**src/rtl/chrom_sched_pkg.sv**
```systemverilog
// -----------------------------------------------------------------------------
// chrom_sched_pkg
//
// Shared definitions for the chromosome evaluation scheduler:
//   - chrom_state_t : sequencing FSM states
//   - OSTATE_*      : encodings driven on the external oState status port
//   - settle_length : settle-cycle count for the 2-bit settle selector
//   - state_code    : maps an FSM state to its oState encoding
// -----------------------------------------------------------------------------
package chrom_sched_pkg;

   typedef enum logic [2:0] {
      IDLE    = 3'd0,
      CLEAR   = 3'd1,
      APPLY   = 3'd2,
      SETTLE  = 3'd3,
      SAMPLE  = 3'd4,
      DONE    = 3'd5,
      RELEASE = 3'd6
   } chrom_state_t;

   localparam logic [1:0] OSTATE_IDLE     = 2'd0;
   localparam logic [1:0] OSTATE_RUNNING  = 2'd1;
   localparam logic [1:0] OSTATE_DONE_REL = 2'd2;
   localparam logic [1:0] OSTATE_STALLED  = 2'd3;

   // Wide enough to hold the longest settle length (1024).
   localparam int SETTLE_LEN_W = 11;

   function automatic logic [SETTLE_LEN_W-1:0] settle_length(input logic [1:0] sel);
      logic [SETTLE_LEN_W-1:0] len;
      case (sel)
         2'd0:    len = 11'd16;
         2'd1:    len = 11'd64;
         2'd2:    len = 11'd256;
         default: len = 11'd1024;
      endcase
      return len;
   endfunction

   function automatic logic [1:0] state_code(input chrom_state_t s);
      logic [1:0] code;
      case (s)
         IDLE:          code = OSTATE_IDLE;
         DONE, RELEASE: code = OSTATE_DONE_REL;
         default:       code = OSTATE_RUNNING;
      endcase
      return code;
   endfunction

endpackage

```
**src/rtl/chrom_eval_scheduler_if.sv**
```systemverilog
// -----------------------------------------------------------------------------
// chrom_eval_scheduler_if
//
// Bundles the HPS handshake, the test-vector mux and the chromosome-circuit
// signals of the evaluation scheduler. Member names keep the established
// i/o-prefixed names of the HPS register map.
//
// Modports:
//   master : HPS / vector-mux / circuit side (drives the i* members)
//   slave  : scheduler side (drives the o* members)
//
// Members:
//   iStart, iDoneFeedback, iStall      HPS control levels
//   iSequencesToProcess[7:0]           number of sequences N
//   iSettleSelector[1:0]               settle length selector
//   oSeqIndex[7:0]                     current vector index to the mux
//   iInputSequence/iExpectedOutput/iValidOutput[7:0]  vector data
//   oCircuitReset, oCircuitInput[7:0]  drive to the chromosome circuit
//   iCircuitOutput[NUM_OUTPUTS-1:0]    circuit response
//   oErrorSums[NUM_OUTPUTS*SUM_W-1:0]  packed mismatch counters
//   oReadyToProcess, oDoneProcessing, oState[1:0]  status
// -----------------------------------------------------------------------------
interface chrom_eval_scheduler_if #(
   parameter int NUM_OUTPUTS = 8,
   parameter int SUM_W       = 32
);
   logic                         iStart;
   logic                         iDoneFeedback;
   logic                         iStall;
   logic [7:0]                   iSequencesToProcess;
   logic [1:0]                   iSettleSelector;
   logic [7:0]                   oSeqIndex;
   logic [7:0]                   iInputSequence;
   logic [7:0]                   iExpectedOutput;
   logic [7:0]                   iValidOutput;
   logic                         oCircuitReset;
   logic [7:0]                   oCircuitInput;
   logic [NUM_OUTPUTS-1:0]       iCircuitOutput;
   logic [NUM_OUTPUTS*SUM_W-1:0] oErrorSums;
   logic                         oReadyToProcess;
   logic                         oDoneProcessing;
   logic [1:0]                   oState;

   modport master (
      output iStart, iDoneFeedback, iStall, iSequencesToProcess, iSettleSelector,
             iInputSequence, iExpectedOutput, iValidOutput, iCircuitOutput,
      input  oSeqIndex, oCircuitReset, oCircuitInput, oErrorSums,
             oReadyToProcess, oDoneProcessing, oState
   );

   modport slave (
      input  iStart, iDoneFeedback, iStall, iSequencesToProcess, iSettleSelector,
             iInputSequence, iExpectedOutput, iValidOutput, iCircuitOutput,
      output oSeqIndex, oCircuitReset, oCircuitInput, oErrorSums,
             oReadyToProcess, oDoneProcessing, oState
   );

endinterface

```
**src/rtl/chrom_error_accumulator.sv**
```systemverilog
// -----------------------------------------------------------------------------
// chrom_error_accumulator
//
// NUM_OUTPUTS saturating SUM_W-bit mismatch counters. While iEnable is high,
// counter i increments when iValid[i] is set and iActual[i] differs from
// iExpected[i]. iClear zeroes every counter and has priority over iEnable.
//
// Ports:
//   iClock, iReset           clock, synchronous active-high reset
//   iClear                   zero all counters
//   iEnable                  accumulate this cycle
//   iValid, iExpected, iActual [NUM_OUTPUTS-1:0]  compare mask / reference / DUT
//   oSums [NUM_OUTPUTS*SUM_W-1:0]  counter i at [i*SUM_W +: SUM_W]
// -----------------------------------------------------------------------------
module chrom_error_accumulator #(
   parameter int NUM_OUTPUTS = 8,
   parameter int SUM_W       = 32
) (
   input  logic                         iClock,
   input  logic                         iReset,
   input  logic                         iClear,
   input  logic                         iEnable,
   input  logic [NUM_OUTPUTS-1:0]       iValid,
   input  logic [NUM_OUTPUTS-1:0]       iExpected,
   input  logic [NUM_OUTPUTS-1:0]       iActual,
   output logic [NUM_OUTPUTS*SUM_W-1:0] oSums
);

   logic [SUM_W-1:0] sums [NUM_OUTPUTS];

   // NOTE: the counters are individual flip-flops read by the HPS, not a RAM,
   // so every entry is reset; a RAM-style array would be left unreset.
   always_ff @(posedge iClock) begin
      if (iReset || iClear) begin
         for (int i = 0; i < NUM_OUTPUTS; i++) sums[i] <= '0;
      end else if (iEnable) begin
         for (int i = 0; i < NUM_OUTPUTS; i++) begin
            if (iValid[i] && (iActual[i] != iExpected[i]) && (sums[i] != '1))
               sums[i] <= sums[i] + SUM_W'(1);
         end
      end
   end

   always_comb begin
      oSums = '0;
      for (int i = 0; i < NUM_OUTPUTS; i++) oSums[i*SUM_W +: SUM_W] = sums[i];
   end

endmodule

```
**src/rtl/chrom_eval_scheduler.sv**
```systemverilog
// -----------------------------------------------------------------------------
// chrom_eval_scheduler
//
// Evaluates one chromosome-configured circuit against the first N HPS test
// vectors. Per sequence: CLEAR (circuit reset, index presented to the vector
// mux), APPLY (vector latched), SETTLE (S cycles), SAMPLE (SAMPLE_CYCLES
// cycles of masked mismatch accumulation). Then DONE / RELEASE handshake.
// Per-sequence cost is 2 + S + SAMPLE_CYCLES cycles.
//
// Ports:
//   iClock   system clock
//   iReset   synchronous active-high reset
//   bus      chrom_eval_scheduler_if.slave (handshake, vector mux, circuit)
//
// Parameters:
//   NUM_OUTPUTS   circuit output bits / counters (at most 8, the vector width)
//   SAMPLE_CYCLES sampling window per sequence (>= 1)
//   SUM_W         error-sum width
//
// Build option:
//   CHROM_SCHED_STALL_EN  when defined, iStall freezes FSM, counters and sums
//                         in CLEAR/APPLY/SETTLE/SAMPLE and oState reads 3.
//                         When undefined, iStall is ignored.
// -----------------------------------------------------------------------------
module chrom_eval_scheduler
   import chrom_sched_pkg::*;
#(
   parameter int NUM_OUTPUTS   = 8,
   parameter int SAMPLE_CYCLES = 16,
   parameter int SUM_W         = 32
) (
   input  logic                   iClock,
   input  logic                   iReset,
   chrom_eval_scheduler_if.slave  bus
);

   // One counter serves both the settle and the sample phase.
   localparam int CNT_W = (SAMPLE_CYCLES > 1024) ? $clog2(SAMPLE_CYCLES) : SETTLE_LEN_W;

   chrom_state_t           state;
   logic [7:0]             num_seq;
   logic [1:0]             settle_sel;
   logic [CNT_W-1:0]       cnt;
   logic [7:0]             seq_index;
   logic [NUM_OUTPUTS-1:0] expected_q;
   logic [NUM_OUTPUTS-1:0] valid_q;
   logic [7:0]             circuit_input;
   logic                   circuit_reset;
   logic                   ready;
   logic                   done;
   logic [1:0]             state_out;

   logic                   running;
   logic                   stall_active;
   logic                   sum_clear;
   logic                   sum_enable;

   assign running = (state == CLEAR) || (state == APPLY) ||
                    (state == SETTLE) || (state == SAMPLE);

`ifdef CHROM_SCHED_STALL_EN
   assign stall_active = bus.iStall && running;
`else
   assign stall_active = 1'b0;
`endif

   assign sum_clear  = (state == IDLE) && bus.iStart;
   assign sum_enable = (state == SAMPLE) && !stall_active;

   // Every transition goes through here so the status outputs are registered
   // alongside the state and always describe the state being entered.
   task goto(input chrom_state_t s);
      state         <= s;
      ready         <= (s == IDLE);
      done          <= (s == DONE);
      circuit_reset <= (s == CLEAR);
      state_out     <= state_code(s);
   endtask

   always_ff @(posedge iClock) begin
      if (iReset) begin
         state         <= IDLE;
         ready         <= 1'b1;
         done          <= 1'b0;
         circuit_reset <= 1'b0;
         state_out     <= OSTATE_IDLE;
         num_seq       <= '0;
         settle_sel    <= '0;
         cnt           <= '0;
         seq_index     <= '0;
         expected_q    <= '0;
         valid_q       <= '0;
         circuit_input <= '0;
      end else begin
         // Default status for a cycle with no transition; goto() overrides.
         state_out <= state_code(state);
         if (stall_active) begin
            state_out <= OSTATE_STALLED;
         end else begin
            case (state)
               IDLE: begin
                  if (bus.iStart) begin
                     num_seq    <= bus.iSequencesToProcess;
                     settle_sel <= bus.iSettleSelector;
                     seq_index  <= '0;
                     if (bus.iSequencesToProcess == 8'd0) goto(DONE);
                     else                                 goto(CLEAR);
                  end
               end
               CLEAR: goto(APPLY);
               APPLY: begin
                  circuit_input <= bus.iInputSequence;
                  expected_q    <= bus.iExpectedOutput[NUM_OUTPUTS-1:0];
                  valid_q       <= bus.iValidOutput[NUM_OUTPUTS-1:0];
                  cnt           <= CNT_W'(settle_length(settle_sel)) - CNT_W'(1);
                  goto(SETTLE);
               end
               SETTLE: begin
                  if (cnt == '0) begin
                     cnt <= CNT_W'(SAMPLE_CYCLES - 1);
                     goto(SAMPLE);
                  end else begin
                     cnt <= cnt - CNT_W'(1);
                  end
               end
               SAMPLE: begin
                  if (cnt == '0) begin
                     if (seq_index == num_seq - 8'd1) begin
                        goto(DONE);
                     end else begin
                        seq_index <= seq_index + 8'd1;
                        goto(CLEAR);
                     end
                  end else begin
                     cnt <= cnt - CNT_W'(1);
                  end
               end
               DONE: begin
                  if (bus.iDoneFeedback) goto(RELEASE);
               end
               RELEASE: begin
                  if (!bus.iStart && !bus.iDoneFeedback) goto(IDLE);
               end
               default: goto(IDLE);
            endcase
         end
      end
   end

   chrom_error_accumulator #(
      .NUM_OUTPUTS (NUM_OUTPUTS),
      .SUM_W       (SUM_W)
   ) u_accumulator (
      .iClock    (iClock),
      .iReset    (iReset),
      .iClear    (sum_clear),
      .iEnable   (sum_enable),
      .iValid    (valid_q),
      .iExpected (expected_q),
      .iActual   (bus.iCircuitOutput),
      .oSums     (bus.oErrorSums)
   );

   assign bus.oSeqIndex       = seq_index;
   assign bus.oCircuitReset   = circuit_reset;
   assign bus.oCircuitInput   = circuit_input;
   assign bus.oReadyToProcess = ready;
   assign bus.oDoneProcessing = done;
   assign bus.oState          = state_out;

endmodule

```
**src/flat_wrapper.sv**
```systemverilog
// flat-port wrapper written by rule: the top's interface ports become plain ports
module chrom_eval_scheduler_flat import chrom_sched_pkg::*;
#(
   parameter int NUM_OUTPUTS   = 8,
   parameter int SAMPLE_CYCLES = 16,
   parameter int SUM_W         = 32
)
  (iClock, iReset, bus_iStart, bus_iDoneFeedback, bus_iStall, bus_iSequencesToProcess, bus_iSettleSelector, bus_iInputSequence, bus_iExpectedOutput, bus_iValidOutput, bus_iCircuitOutput, bus_oSeqIndex, bus_oCircuitReset, bus_oCircuitInput, bus_oErrorSums, bus_oReadyToProcess, bus_oDoneProcessing, bus_oState);
  chrom_eval_scheduler_if #(.NUM_OUTPUTS(NUM_OUTPUTS), .SUM_W(SUM_W)) bus_i ();
  input  logic iClock;
  input  logic iReset;
  input wire logic [$bits(bus_i.iStart)-1:0] bus_iStart;
  input wire logic [$bits(bus_i.iDoneFeedback)-1:0] bus_iDoneFeedback;
  input wire logic [$bits(bus_i.iStall)-1:0] bus_iStall;
  input wire logic [$bits(bus_i.iSequencesToProcess)-1:0] bus_iSequencesToProcess;
  input wire logic [$bits(bus_i.iSettleSelector)-1:0] bus_iSettleSelector;
  input wire logic [$bits(bus_i.iInputSequence)-1:0] bus_iInputSequence;
  input wire logic [$bits(bus_i.iExpectedOutput)-1:0] bus_iExpectedOutput;
  input wire logic [$bits(bus_i.iValidOutput)-1:0] bus_iValidOutput;
  input wire logic [$bits(bus_i.iCircuitOutput)-1:0] bus_iCircuitOutput;
  output wire logic [$bits(bus_i.oSeqIndex)-1:0] bus_oSeqIndex;
  output wire logic [$bits(bus_i.oCircuitReset)-1:0] bus_oCircuitReset;
  output wire logic [$bits(bus_i.oCircuitInput)-1:0] bus_oCircuitInput;
  output wire logic [$bits(bus_i.oErrorSums)-1:0] bus_oErrorSums;
  output wire logic [$bits(bus_i.oReadyToProcess)-1:0] bus_oReadyToProcess;
  output wire logic [$bits(bus_i.oDoneProcessing)-1:0] bus_oDoneProcessing;
  output wire logic [$bits(bus_i.oState)-1:0] bus_oState;
  assign bus_i.iStart = bus_iStart;
  assign bus_i.iDoneFeedback = bus_iDoneFeedback;
  assign bus_i.iStall = bus_iStall;
  assign bus_i.iSequencesToProcess = bus_iSequencesToProcess;
  assign bus_i.iSettleSelector = bus_iSettleSelector;
  assign bus_i.iInputSequence = bus_iInputSequence;
  assign bus_i.iExpectedOutput = bus_iExpectedOutput;
  assign bus_i.iValidOutput = bus_iValidOutput;
  assign bus_i.iCircuitOutput = bus_iCircuitOutput;
  assign bus_oSeqIndex = bus_i.oSeqIndex;
  assign bus_oCircuitReset = bus_i.oCircuitReset;
  assign bus_oCircuitInput = bus_i.oCircuitInput;
  assign bus_oErrorSums = bus_i.oErrorSums;
  assign bus_oReadyToProcess = bus_i.oReadyToProcess;
  assign bus_oDoneProcessing = bus_i.oDoneProcessing;
  assign bus_oState = bus_i.oState;
  chrom_eval_scheduler #(.NUM_OUTPUTS(NUM_OUTPUTS), .SAMPLE_CYCLES(SAMPLE_CYCLES), .SUM_W(SUM_W)) u_core (.iClock(iClock), .iReset(iReset), .bus(bus_i));
endmodule
```
**config.mk**
```make
export PLATFORM = sky130hd
export DESIGN_NAME = chrom_eval_scheduler_flat
export DESIGN_NICKNAME = d
export VERILOG_FILES = /design/src/rtl/chrom_sched_pkg.sv /design/src/rtl/chrom_eval_scheduler_if.sv /design/src/rtl/chrom_error_accumulator.sv /design/src/rtl/chrom_eval_scheduler.sv /design/src/flat_wrapper.sv
export SDC_FILE = /design/constraint.sdc
export NUM_CORES = 1
export LEC_CHECK = 0
export CORE_MARGIN = 2
export CORE_UTILIZATION = 48
export DETAILED_ROUTE_END_ITERATION = 16
export PLACE_DENSITY = 0.78
export RECOVER_POWER = 25
export SLEW_MARGIN = 5
export SYNTH_ARGS = -nofsm -noshare
export SYNTH_HDL_FRONTEND = slang
export SYNTH_SLANG_ARGS = --single-unit
export TNS_END_PERCENT = 10
```
**constraint.sdc**
```tcl
create_clock -name iClock -period 4.1 [get_ports iClock]
set_input_delay 0.41 -clock iClock [delete_from_list [all_inputs] [get_ports iClock]]
set_output_delay 0.41 -clock iClock [all_outputs]
set_load 0.05 [all_outputs]
```
==> flow_summary.yaml <==
final_layout:
  syn_to_final_growth_pct: 29.5
  drive_above_1_share_pct: 5.53
  finalNetCount: 2041
placement:
  pre_cts_ws_ns: 1.02
  hpwlAfterDp_microns: 28900
  io_buffers: 322
  routabilityCongestion: 0.835
hold_path:
  whs_path_depth: 3
  timing.hold.worst.start: "iReset"
  holdPathEnd: "u_core.bus.oReadyToProcess"
  holdCritPathClass: "input pin to register"
worst_setup_path:
  crit_cells: 6
  cell_with_the_biggest_individual_delay_on_the_critical_path: "or3_1"
  worst_path_largest_cell_delay_ns: 0.84
  worstReg2RegStart: "u_core.state[0]"
  worst_r2r_path_depth: 6
  start_kind: "register"
  critical-path-top-cell-by-count: "nor2_1"
  critical_path_buf_inv_count: 1
  cp_top_family: "simple AND/OR/NAND/NOR gates"
  critical_path_peak_fanout: 32
  rrSetupSlack_ns: 0.90
  worst_r2r_endpoint: "u_core.u_accumulator.sums[0][18]"
  crit_arrival_ns: 3.42
  critPathKind: "register to register"
  critPathCaptureType: "register"
  crit_path_cell_trace: "nor2_1, and2_0, buf_4, nand3_1, or3_1, nor2_1"
  worst-endpoint-required_ns: 4.32
sta:
  grt_setup_unrepaired: "false"
  timing.final.crit_period_ns: 3.20
  max_freq_mhz: 312
  fin_ws_ns: 0.900
  timing.max_slew.rel_slack_pct: 24.6
  setup_violations: 0
  worst_pin_slew_ns: 1.13
  clock-skew-final_ns: 0.0177
  final-hold-violation-count: 0
  final-max-slew-violation-count: 0
  hold_ws_ns: 0.350
  final_min_period_over_clock_period_pct: 78.0
clock_network:
  clock_tree_from_tritoncts: "built"
  bufs_on_longest_clock_path: 3
  cts_buffers: 36
  cts_sinks: 317
  cts_root_buf: "clkbuf_16"
  clkTransAtPathRegs_ns: 0.06
  postCtsSetupRepairBufs: 0
  post_cts_resize_count: 0
  cts_htree_levels: 2
  clkLatencyLatePin_ns: 0.51
  hold_buffers: 0
global_route:
  gr-total-overflow: 0
  grt_start_max_net_pins: 54
  antenna_found_initial: 2
  global_route_wire_length_before_repair_microns: 65700
  vias_in_the_first_global_route: 12600
  all_layer_global_routing_usage_pct: 22.3
synthesis:
  async_flop_share_pct: 0
  yosysWarningCount: 0
  yosys.area.top_type: "edfxtp_1"
  yosys_most_used_dff: "edfxtp_1"
  synth.net_count: 1720
  post-synth-top-area-fraction_pct: 46.5
  syn-mean-instance-area_sq_um: 9.96
  synth-edff-count: 256
  mappedNetlistArea_sq_um: 16500
  sequential_area_share_after_synthesis_pct: 53.9
  synth_top_cells_by_area: "edfxtp_1, xor2_1, nor2_1"
  netlist_instances: 1661
  synthDistinctLibCells: 65
  synth_seq_cells: 317
run_status:
  outcome: "finished clean"
drt:
  vias: 13300
  route.detailed.wl_per_inst_microns: 16.8
  detail-route-antenna-nets: 0
  dr.pass1.iters: 5
  dr.first_iter.drc_count: 912
  drt_wl_total_microns: 41200
  drc: 0
  number_of_vias_per_cell_after_detailed_routing: 5.42
pwr:
  power_per_cell_area_nw_per_um2: 687
  cellLeakagePower_nw: 7.62
  vdd.ir_drop.worst_uv: 506
floorplanning:
  die_area_sq_um: 36000
  chipHeight_microns: 190
  placeableCoreArea_sq_um: 33700
  die_x_microns: 190
  floorplan.rows: 67
  start_util_pct: 49.1
  io-pin-count: 324
flow_run:
  maxCapViolations: 0
power by group:
part | internal [W] | switching, W
Combinational | 0.00178 | 0.00414
Sequential | 0.00449 | 0.000984
Clock | 0.00200 | 0.00131
Total | 0.00828 | 0.00644
tightest hold or removal path: cells and delay by family:
family	cells	cell delay, ns
AOI/OAI and AO/OA	1	0.14
buffers and inverters	2	0.26
registers in the layout, summed over array words and instances (netlist names):
| register | cells |
|---|---|
| u_core.bus.oCircuitInput | 8 |
| u_core.bus.oCircuitReset | 1 |
| u_core.bus.oDoneProcessing | 1 |
| u_core.bus.oReadyToProcess | 1 |
| u_core.bus.oSeqIndex | 8 |
| u_core.bus.oState | 2 |
| u_core.cnt | 11 |
| u_core.expected_q | 8 |
| u_core.num_seq | 8 |
| u_core.settle_sel | 2 |
| u_core.state | 3 |
| u_core.u_accumulator.sums | 256 |
| u_core.valid_q | 8 |
through the flow:
stage | utilization [%] | instances | TNS (ns) | total power (W) | instance area [sq um]
after floorplan | - | 1661 | -23.15 | 0.00951 | 16500
after global placement | 59.9 | 2392 | 0 | 0.0115 | 20200
after detailed placement | 59.9 | 2392 | 0 | 0.0116 | 20200
after CTS | 63.6 | 2457 | 0 | 0.0150 | 21400
after global routing | 63.6 | 2459 | 0 | 0.0154 | 21400
final | 63.6 | 2459 | 0 | 0.0147 | 21400
how the worst max path moves through the flow:
stage | start | to | slack, ns
2_1_floorplan | u_core.u_accumulator.sums[0][70] | u_core.u_accumulator.sums[0][64] | -0.20
3_3_place_gp | bus_iStart | u_core.u_accumulator.sums[0][68] | 1.04
3_5_place_dp | u_core.state[0] | u_core.u_accumulator.sums[0][24] | 1.02
4_1_cts | u_core.u_accumulator.sums[0][9] | u_core.u_accumulator.sums[0][18] | 1.04
5_1_grt | u_core.state[0] | u_core.u_accumulator.sums[0][11] | 0.57
6_report | u_core.state[0] | u_core.u_accumulator.sums[0][18] | 0.90
routing by layer:
layer	share of wire, %	wire length, microns	global-route usage (%)	vias up
met2	47	19300	36.2	425
li1	-	-	-	6423
met4	3.1	1260	7.66	0
met3	6.6	2710	4.63	80
met1	43	17900	29.7	6390
met5	0	0	0	-
Yosys cell counts (all sizes together), types with 10 or more instances:
cell	number
o21ai	29
buf	29
nor3	28
clkbuf	28
inv	34
dfxtp	61
nand2	199
nand4	56
a21oi	62
nand3	102
and2	14
nor2	331
and3	41
nor2b	11
and4	24
nor4	10
ha	12
xor2	167
or3	12
xnor2	90
edfxtp	256
cell families after synthesis:
| family | Yosys count | synth area share (%) |
|---|---|---|
| AO/OA/AOI/OAI | 125 | 4.63 |
| XOR/XNOR | 257 | 13.6 |
| adder cells (fa/ha/maj) | 12 | 0.908 |
| buffers and inverters | 91 | 2.49 |
| flip-flops | 317 | 53.9 |
| multiplexers | 4 | 0.257 |
| AND/OR/NAND/NOR | 855 | 24.2 |
layout by cell type (no fill, tap or decap), types with 34 or more instances in the layout:
cell type / Yosys / routed
and3_1: 41 / 41
xnor2_1: 90 / 90
nand2_1: 198 / 198
nor2_1: 328 / 327
dfxtp_1: 61 / 61
xor2_1: 167 / 167
nand3_1: 101 / 101
a21oi_1: 59 / 59
inv_1: 34 / 34
clkdlybuf4s50_1: 0 / 125
nand4_1: 56 / 56
dlygate4sd3_1: 0 / 196
edfxtp_1: 256 / 256
clkbuf_16: 0 / 38
cell type report:
type,instances,area (sq um)
antenna,2,5.00
clock buffer,45,1010
clock inverter,20,210
fill,2709,12300
inverter,34,128
multi-input combinational,1253,7250
sequential,317,8910
tap,448,561
timing repair buffer,340,3350
No activity file was read; power rests on OpenSTA's default activity.
